--- src/rtl/npu_pkg.sv ---
// npu_pkg: shared NPU layer types, datapath widths and the tile command record
package npu_pkg;

    localparam int CH_W  = 11;
    localparam int PIX_W = 14;

    typedef enum logic [1:0] {
        LT_PW  = 2'd0,
        LT_DW  = 2'd1,
        LT_STD = 2'd2,
        LT_LIN = 2'd3
    } layer_type_e;

    typedef struct packed {
        logic [CH_W-1:0]  k_base;
        logic [6:0]       k_len;
        logic [CH_W-1:0]  d_base;
        logic [6:0]       d_len;
        logic [PIX_W-1:0] p_base;
        logic [PIX_W-1:0] p_len;
        logic             first_d;
        logic             last_d;
        logic             last;
    } tile_cmd_t;

endpackage

--- src/rtl/tile_loop_counter.sv ---
// tile_loop_counter: one loop level of the tile nest (running base, clipped length, last flag)
module tile_loop_counter #(
    parameter int W      = 11,
    parameter int STEP_W = 7,
    parameter int LEN_W  = 7
) (
    input  logic              clk,
    input  logic              rst_n,
    input  logic              clr,
    input  logic              adv,
    input  logic [STEP_W-1:0] step,
    input  logic [W-1:0]      bound,
    output logic [W-1:0]      base,
    output logic [LEN_W-1:0]  len,
    output logic              last
);

    // One bit wider than the widest operand so base+step can never wrap
    localparam int SW = (W > STEP_W ? W : STEP_W) + 1;

    logic [SW-1:0] stp, rem, sum;

    assign stp  = SW'(step);
    assign rem  = SW'(bound - base);
    assign sum  = SW'(base) + stp;
    assign last = sum >= SW'(bound);
    assign len  = LEN_W'(stp < rem ? stp : rem);

    always_ff @(posedge clk or negedge rst_n)
        if (!rst_n)
            base <= '0;
        else if (clr)
            base <= '0;
        else if (adv)
            base <= last ? '0 : sum[W-1:0];

endmodule

--- src/rtl/tile_scheduler.sv ---
// tile_scheduler: walks the K / pixel / D tile nest of one layer and issues tile commands
module tile_scheduler
    import npu_pkg::*;
(
    input  logic             clk,
    input  logic             rst_n,
    input  logic             start_i,
    input  logic [1:0]       layer_type_i,
    input  logic [CH_W-1:0]  in_D_i,
    input  logic [CH_W-1:0]  out_K_i,
    input  logic [6:0]       out_R_i,
    input  logic [6:0]       out_C_i,
    input  logic [31:0]      tile_n_i,
    input  logic [6:0]       tile_D_i,
    input  logic [6:0]       tile_K_i,
    output logic             cmd_valid_o,
    input  logic             cmd_ready_i,
    output logic [CH_W-1:0]  cmd_k_base_o,
    output logic [6:0]       cmd_k_len_o,
    output logic [CH_W-1:0]  cmd_d_base_o,
    output logic [6:0]       cmd_d_len_o,
    output logic [PIX_W-1:0] cmd_p_base_o,
    output logic [PIX_W-1:0] cmd_p_len_o,
    output logic             cmd_first_d_o,
    output logic             cmd_last_d_o,
    output logic             cmd_last_o,
    output logic             busy_o,
    output logic             done_o,
    output logic             err_o
);

    typedef enum logic [1:0] {IDLE, LOAD, ISSUE, DONE} state_e;

    state_e           state;
    layer_type_e      lt;
    logic [CH_W-1:0]  in_d, out_k, k_base, d_base;
    logic [6:0]       out_r, out_c, tile_d, tile_k, k_len, d_len;
    logic [31:0]      tile_n;
    logic [PIX_W-1:0] p_total, p_base, p_len;
    logic             valid, busy, done, err;
    logic             k_last, p_last, d_last;
    tile_cmd_t        cmd;

    wire load       = state == LOAD;
    wire dw         = lt == LT_DW;
    wire d_last_eff = dw | d_last;
    wire cmd_last   = k_last & p_last & d_last_eff;
    wire hs         = valid & cmd_ready_i;
    wire bad_geom   = in_d == '0 || out_k == '0 || out_r == '0 || out_c == '0 ||
                      tile_n == '0 || tile_d == '0 || tile_k == '0;

    // Depthwise layers have no D loop: the pixel level advances on every handshake
    tile_loop_counter #(.W(CH_W), .STEP_W(7), .LEN_W(7)) u_k (
        .clk(clk), .rst_n(rst_n), .clr(load), .adv(hs & d_last_eff & p_last),
        .step(tile_k), .bound(out_k), .base(k_base), .len(k_len), .last(k_last)
    );

    tile_loop_counter #(.W(PIX_W), .STEP_W(32), .LEN_W(PIX_W)) u_p (
        .clk(clk), .rst_n(rst_n), .clr(load), .adv(hs & d_last_eff),
        .step(tile_n), .bound(p_total), .base(p_base), .len(p_len), .last(p_last)
    );

    tile_loop_counter #(.W(CH_W), .STEP_W(7), .LEN_W(7)) u_d (
        .clk(clk), .rst_n(rst_n), .clr(load), .adv(hs & ~dw),
        .step(tile_d), .bound(in_d), .base(d_base), .len(d_len), .last(d_last)
    );

    always_ff @(posedge clk or negedge rst_n)
        if (!rst_n) begin
            state   <= IDLE;
            lt      <= LT_PW;
            in_d    <= '0;
            out_k   <= '0;
            out_r   <= '0;
            out_c   <= '0;
            tile_n  <= '0;
            tile_d  <= '0;
            tile_k  <= '0;
            p_total <= '0;
            valid   <= 1'b0;
            busy    <= 1'b0;
            done    <= 1'b0;
            err     <= 1'b0;
        end else begin
            case (state)
                IDLE:
                    if (start_i) begin
                        lt     <= layer_type_e'(layer_type_i);
                        in_d   <= in_D_i;
                        out_k  <= out_K_i;
                        out_r  <= out_R_i;
                        out_c  <= out_C_i;
                        tile_n <= tile_n_i;
                        tile_d <= tile_D_i;
                        tile_k <= tile_K_i;
                        err    <= 1'b0;
                        busy   <= 1'b1;
                        state  <= LOAD;
                    end
                LOAD: begin
                    p_total <= PIX_W'(out_r) * PIX_W'(out_c);
                    if (bad_geom) begin
                        err   <= 1'b1;
                        done  <= 1'b1;
                        state <= DONE;
                    end else begin
                        valid <= 1'b1;
                        state <= ISSUE;
                    end
                end
                ISSUE:
                    if (hs && cmd_last) begin
                        valid <= 1'b0;
                        done  <= 1'b1;
                        state <= DONE;
                    end
                default: begin
                    done  <= 1'b0;
                    busy  <= 1'b0;
                    state <= IDLE;
                end
            endcase
        end

    // Fields read as zero whenever no command is offered
    always_comb begin
        cmd = '0;
        if (valid) begin
            cmd.k_base  = k_base;
            cmd.k_len   = k_len;
            cmd.d_base  = dw ? k_base : d_base;
            cmd.d_len   = dw ? k_len : d_len;
            cmd.p_base  = p_base;
            cmd.p_len   = p_len;
            cmd.first_d = dw | (d_base == '0);
            cmd.last_d  = d_last_eff;
            cmd.last    = cmd_last;
        end
    end

    assign cmd_valid_o   = valid;
    assign cmd_k_base_o  = cmd.k_base;
    assign cmd_k_len_o   = cmd.k_len;
    assign cmd_d_base_o  = cmd.d_base;
    assign cmd_d_len_o   = cmd.d_len;
    assign cmd_p_base_o  = cmd.p_base;
    assign cmd_p_len_o   = cmd.p_len;
    assign cmd_first_d_o = cmd.first_d;
    assign cmd_last_d_o  = cmd.last_d;
    assign cmd_last_o    = cmd.last;
    assign busy_o        = busy;
    assign done_o        = done;
    assign err_o         = err;

endmodule

--- config.mk ---
export PLATFORM = sky130hd
export DESIGN_NAME = tile_scheduler
export DESIGN_NICKNAME = d
export VERILOG_FILES = /design/src/rtl/npu_pkg.sv /design/src/rtl/tile_loop_counter.sv /design/src/rtl/tile_scheduler.sv
export SDC_FILE = /design/constraint.sdc
export NUM_CORES = 1
export LEC_CHECK = 0
export CORE_MARGIN = 1
export CORE_UTILIZATION = 61
export CTS_BUF_LIST = sky130_fd_sc_hd__clkbuf_2 sky130_fd_sc_hd__clkbuf_4 sky130_fd_sc_hd__clkbuf_8
export CTS_CLUSTER_SIZE = 24
export DETAILED_ROUTE_END_ITERATION = 6
export GPL_TIMING_DRIVEN = 1
export PLACE_DENSITY = 0.94
export SLEW_MARGIN = 40
export SYNTH_ARGS = -nofsm -noshare
export SYNTH_HDL_FRONTEND = slang
export SYNTH_SLANG_ARGS = --single-unit
--- constraint.sdc ---
create_clock -name clk -period 18.7 [get_ports clk]
set_input_delay 3.74 -clock clk [delete_from_list [all_inputs] [get_ports clk]]
set_output_delay 3.74 -clock clk [all_outputs]
set_load 0.01 [all_outputs]
# ---- Word level (Yosys, flattened, before mapping)
# Index checks and enable logic that the tools add are counted.
dict set report word_totals {
  inputBits 88
  elab_cells 105
  out_inout_bits 71
  reg_bits 140
}
dict set report op_classes {
  order_cmp 6
  add_sub_neg 6
  mux 29
  mul 1
  eq_ne 7
  bitwise 11
  reduce_logical 28
}
# op n
set op_table {}
lappend op_table {{2-to-1 mux 11 bit} 7}
lappend op_table {{2-to-1 mux 67 bit} 1}
lappend op_table {{2-to-1 mux 14 bit} 4}
lappend op_table {{adder 14 x 32 -> 33 bit} 1}
lappend op_table {{>= comparator 33 x 14 -> 1 bit} 1}
lappend op_table {{zero test 11 bit} 3}
lappend op_table {{< comparator 32 x 33 -> 1 bit} 1}
lappend op_table {{zero test 32 bit} 1}
lappend op_table {{zero test 7 bit} 4}
lappend op_table {{adder 11 x 7 -> 12 bit} 2}
lappend op_table {{>= comparator 12 x 11 -> 1 bit} 2}
lappend op_table {{< comparator 7 x 12 -> 1 bit} 2}
lappend op_table {{subtractor 11 x 11 -> 12 bit} 2}
lappend op_table {{2-to-1 mux 7 bit} 3}
lappend op_table {{subtractor 14 x 14 -> 15 bit} 1}
lappend op_table {{multiplier 7 x 7 -> 14 bit} 1}
lappend op_table {{nonzero test 2 bit} 5}
lappend op_table {{AND reduction 3 bit} 3}
lappend op_table {{2-to-1 mux 1 bit} 7}
lappend op_table {{bitwise AND 1 bit} 6}
lappend op_table {{logical OR 1 bit} 6}
lappend op_table {{!= test 2 bit, second input constant} 3}
lappend op_table {{case mux 1 bit (2 select lines)} 3}
lappend op_table {{case mux 2 bit (3 select lines)} 1}
lappend op_table {{other kinds (11)} 18}

# ---- Longest topological paths before layout
dict set report logic_depth {
  word_depth 9
  depth_mapped 24
  mapped_depth_nobuf 23
}

# ---- Cells and area by module
# From an unflattened synthesis, not the netlist that was laid out.
dict set report unflattened {
  cells_unflattened 1516
  area_unflattened_um2 13792.0
}
# module instances seq_area_each_um2 area_each_um2 cells_per_inst
set modules_own_cells {}
lappend modules_own_cells {tile_scheduler 1 2602.5 6391.1 582}
lappend modules_own_cells {{tile_loop_counter (u_p)} 1 350.3 3806.2 505}
lappend modules_own_cells {{tile_loop_counter (u_d)} 1 275.3 1850.5 229}
lappend modules_own_cells {{tile_loop_counter (u_k)} 1 275.3 1744.2 200}

# ---- Least setup slack after synthesis
# No wires, ideal clock.
dict set report synth_timing {
  path_type {register to output}
  startpoint {register p_total[0]}
  endpoint {output port cmd_p_len_o[0]}
  path_stages_with_launch 25
  required_ps 14960
  slack_ps 9941
  t_arrival_ps 5019
  path_buffers 1
  cell_sequence {dfrtp_1 > inv_1 > ha_1 > inv_1 > fa_1 > a21o_1 > a21oi_1 > o21ai_0 > a311oi_1 > o21bai_1 > a21o_1 > a21boi_0 > inv_1 > ha_1 > a21o_1 > a21o_1 > a21oi_1 > o21ai_0 > o21a_1 > o21ai_0 > a41o_1 > a211oi_1 > clkbuf_1 > nor2_1 > a211oi_1}
}
dict set report synth_between {
  elab_chain_cells 4
}
# item line
set synth_rtl {}
lappend synth_rtl {{from (decl)} tile_scheduler.sv:39} ;# logic [PIX_W-1:0] p_total, p_base, p_len;
lappend synth_rtl {{from (signal assigned)} tile_scheduler.sv:101} ;# p_total <= PIX_W'(out_r) * PIX_W'(out_c);
lappend synth_rtl {{subtractor 14 x 14 -> 15 bit *} tile_loop_counter.sv:24} ;# assign rem = SW'(bound - base);
lappend synth_rtl {{< comparator 32 x 33 -> 1 bit} tile_loop_counter.sv:27} ;# assign len = LEN_W'(stp < rem ? stp : rem);
lappend synth_rtl {{2-to-1 mux 14 bit *} tile_loop_counter.sv:27}
lappend synth_rtl {{2-to-1 mux 67 bit *} tile_scheduler.sv:128} ;# if (valid) begin
lappend synth_rtl {{to (decl)} tile_scheduler.sv:23} ;# output logic [PIX_W-1:0] cmd_p_len_o,
# Mark *: on every way between the ends. The rest lies on a longest branch, timed or not.

# ---- Worst setup path in the final report
dict set report layout_timing {
  startpoint {register p_total[0]}
  endpoint {output port cmd_p_len_o[9]}
}
# Same word-level chain as after synthesis.

==> flow_summary.ini <==
[cts]
clock-sinks = 140
cts_tree = done
cts.path.max_buffers = 2
clock-root-buffer = clkbuf_8
cts_resized = 0
cts_hold_buf = 0
cts_buffers = 17
cts_max_level = 4
path_clk_slew_ns = 0.08
clkLatencyLatePin_ns = 0.48
cts_setup_buffers = 0

[die]
initial_core_util = 0.629
ios = 159
coreArea_um2 = 21200
fp.dieW_um = 150
die_h_um = 150
die-area_um2 = 22500
rows = 53

[timing]
finalCritPeriodShare = 0.567
setup_ws_ns = 8.09
grt_setup_unrepaired = false
tightest_slew_ns = 0.770
slew_headroom = 0.487
finalCriticalPeriod_ns = 10.61
tns_ns = 0
finalSetupViolCount = 0
fmax_mhz = 94.3
final_max_slew_viol_count = 0
clock_skew_ns = 0.0160
finalHoldViolations = 0

[route]
ant_nets = 0
drt-initial-drc-count = 1018
wire_per_inst_um = 20.1
wl_um = 38600
viasPerCell = 6.32
vias = 12100
dr.pass1.iters = 7
drc = 0

[logic_synthesis]
ys_types = 75
yosysSeqAreaShare = 0.262
avgSynthCellArea_um2 = 8.88
ys_ff_latch = 140
synth_flop_cell = dfrtp_1
synth-edff-count = 0
yosysWarnings = 0
synth-async-reset-ratio = 1.00
synthCells = 1503
syn_nets = 1799
syn_area_um2 = 13300

[global_routing]
grt_overflow = 0
grt_first_pass_wirelength_um = 62100
grtUsageTotal = 0.356
antenna_found_initial = 0
grt_pass1_vias = 12200
grt_max_degree = 94

[setup_path]
arrival_ns = 6.87
start_kind = flop
r2r-start = tile_n[0]$_DFFE_PN0P_
cp_max_fo = 17
required_ns = 14.96
r2r_end = u_p.base[1]$_DFFE_PN0P_
reg2reg_depth = 17
crit_type = reg2out
worst-r2r-setup-slack_ns = 13.05
cp-end-kind = primary output

[worst_hold_path]
min-delay-start = done_o$_DFFE_PN0P_
min_path_cells = 1
hold_class = reg2reg
min_to = done_o$_DFFE_PN0P_

[placement]
portBuffers = 158
dp_hpwl_um = 29400
routabilityCongestion = 0.982
place_ws_ns = 8.63

[layout]
drive_above_1_share = 0.0997
final_common_cell = ha_1
syn2layout_area_growth_pct = 16.6
fill_cells = 1521
layout.cells.most_common_list = 177 x ha_1, 157 x clkdlybuf4s50_1, 155 x inv_1
diodes = 0
fin_nets = 1928

[status]
outcome = complete, no violations

[job]
maxCapViolCount = 0
registers in the layout (all words and copies together) (netlist names):
signal       count
in_d            11
tile_n          32
u_d.base        11
done_o           1
p_total         14
cmd_valid_o      1
out_k           11
err_o            1
u_p.base        14
tile_k           7
u_k.base        11
state            2
tile_d           7
out_c            7
out_r            7
busy_o           1
lt               2
cell usage after synthesis, types with 5 or more instances:
cell type,count,area (µm²)
a211oi_1,18,135
a21boi_0,5,37.5
a21o_1,33,248
a21oi_1,97,485
a22o_1,24,210
a31oi_1,8,50.1
and2_1,31,194
and3_1,5,31.3
clkbuf_1,46,173
dfrtp_1,140,3500
fa_1,30,601
ha_1,178,2230
inv_1,156,586
mux2_2,95,1070
mux2i_1,17,170
nand2_1,120,450
nand2b_1,14,87.6
nand3_1,22,110
nand4_1,19,119
nor2_1,108,405
nor2b_1,16,100
nor3_1,23,115
nor3b_1,12,90.1
nor4_1,20,125
o2111ai_1,6,52.6
o21a_1,18,135
o21ai_0,64,320
o21bai_1,18,135
or2_2,7,43.8
or3_1,5,31.3
or4_1,7,52.6
xnor2_1,50,438
xor2_1,15,131
cell families after synthesis:
group / after synthesis / share of synthesized area
buffers and inverters: 209 / 0.0596
AND/OR/NAND/NOR: 422 / 0.156
AO/OA/AOI/OAI: 347 / 0.174
adder cells (fa/ha/maj): 208 / 0.212
multiplexers: 112 / 0.0929
XOR/XNOR: 65 / 0.0427
flip-flops: 140 / 0.262
layer usage:
layer | share of wire | wire length (µm) | track usage
met1 | 0.39 | 14900 | 0.437
met2 | 0.49 | 18700 | 0.604
met3 | 0.086 | 3320 | 0.0649
met4 | 0.041 | 1590 | 0.165
met5 | 0 | 0 | 0
metrics by stage:
step                instances  utilization  area (µm²)  hold slack, ns
detailed placement       1888        0.714       15200           0.511
floorplan                1503            -       13300           0.494
global placement         1888        0.712       15100           0.505
finish                   1920        0.734       15600           0.531
CTS                      1920        0.733       15600           0.526
global route             1920        0.734       15600           0.544
worst max path at each step:
stage                                 startpoint        endpoint  depth (start not counted)
final                     p_total[0]$_DFFE_PN0P_  cmd_p_len_o[9]                         25
after global routing      p_total[0]$_DFFE_PN0P_  cmd_p_len_o[9]                         25
after CTS                 p_total[0]$_DFFE_PN0P_  cmd_p_len_o[3]                         25
after detailed placement  p_total[0]$_DFFE_PN0P_  cmd_p_len_o[3]                         25
after global placement    p_total[0]$_DFFE_PN0P_  cmd_p_len_o[9]                         25
after floorplan           p_total[0]$_DFFE_PN0P_  cmd_p_len_o[0]                         24
worst max-delay path, cell delays in order, from the launching register on:
cell             delay (ns)
dfrtp_1                0.39
inv_1                  0.08
ha_1                   0.18
inv_1                  0.06
fa_1                   0.39
a21o_1                 0.17
a21oi_1                0.26
o21ai_0                0.22
a311oi_1               0.40
o21bai_1               0.14
a21o_1                 0.21
a21boi_0               0.39
inv_1                  0.41
ha_1                   0.44
a21o_1                 0.12
a21o_1                 0.10
a21oi_1                0.05
o21ai_0                0.17
o21a_1                 0.13
o21ai_0                0.07
a41o_1                 0.27
a211oi_4               0.56
buf_4                  0.30
mux2i_1                0.19
and2_1                 0.14
clkdlybuf4s50_1        0.53
area by class of cell:
| cell class | instances | area, µm² | share of cell area |
|---|---|---|---|
| well taps | 275 | 344 | 0.0221 |
| inverters | 156 | 586 | 0.0376 |
| clock buffers | 19 | 262 | 0.0168 |
| clock inverters | 13 | 141 | 0.00908 |
| flip-flops and latches | 140 | 3500 | 0.225 |
| multi-input cells | 1154 | 9110 | 0.585 |
| repair buffers | 163 | 1620 | 0.104 |
Power is left out: the tool's default activity adds up to more than one toggle a clock period on the data nets, which glitch-free logic cannot reach.
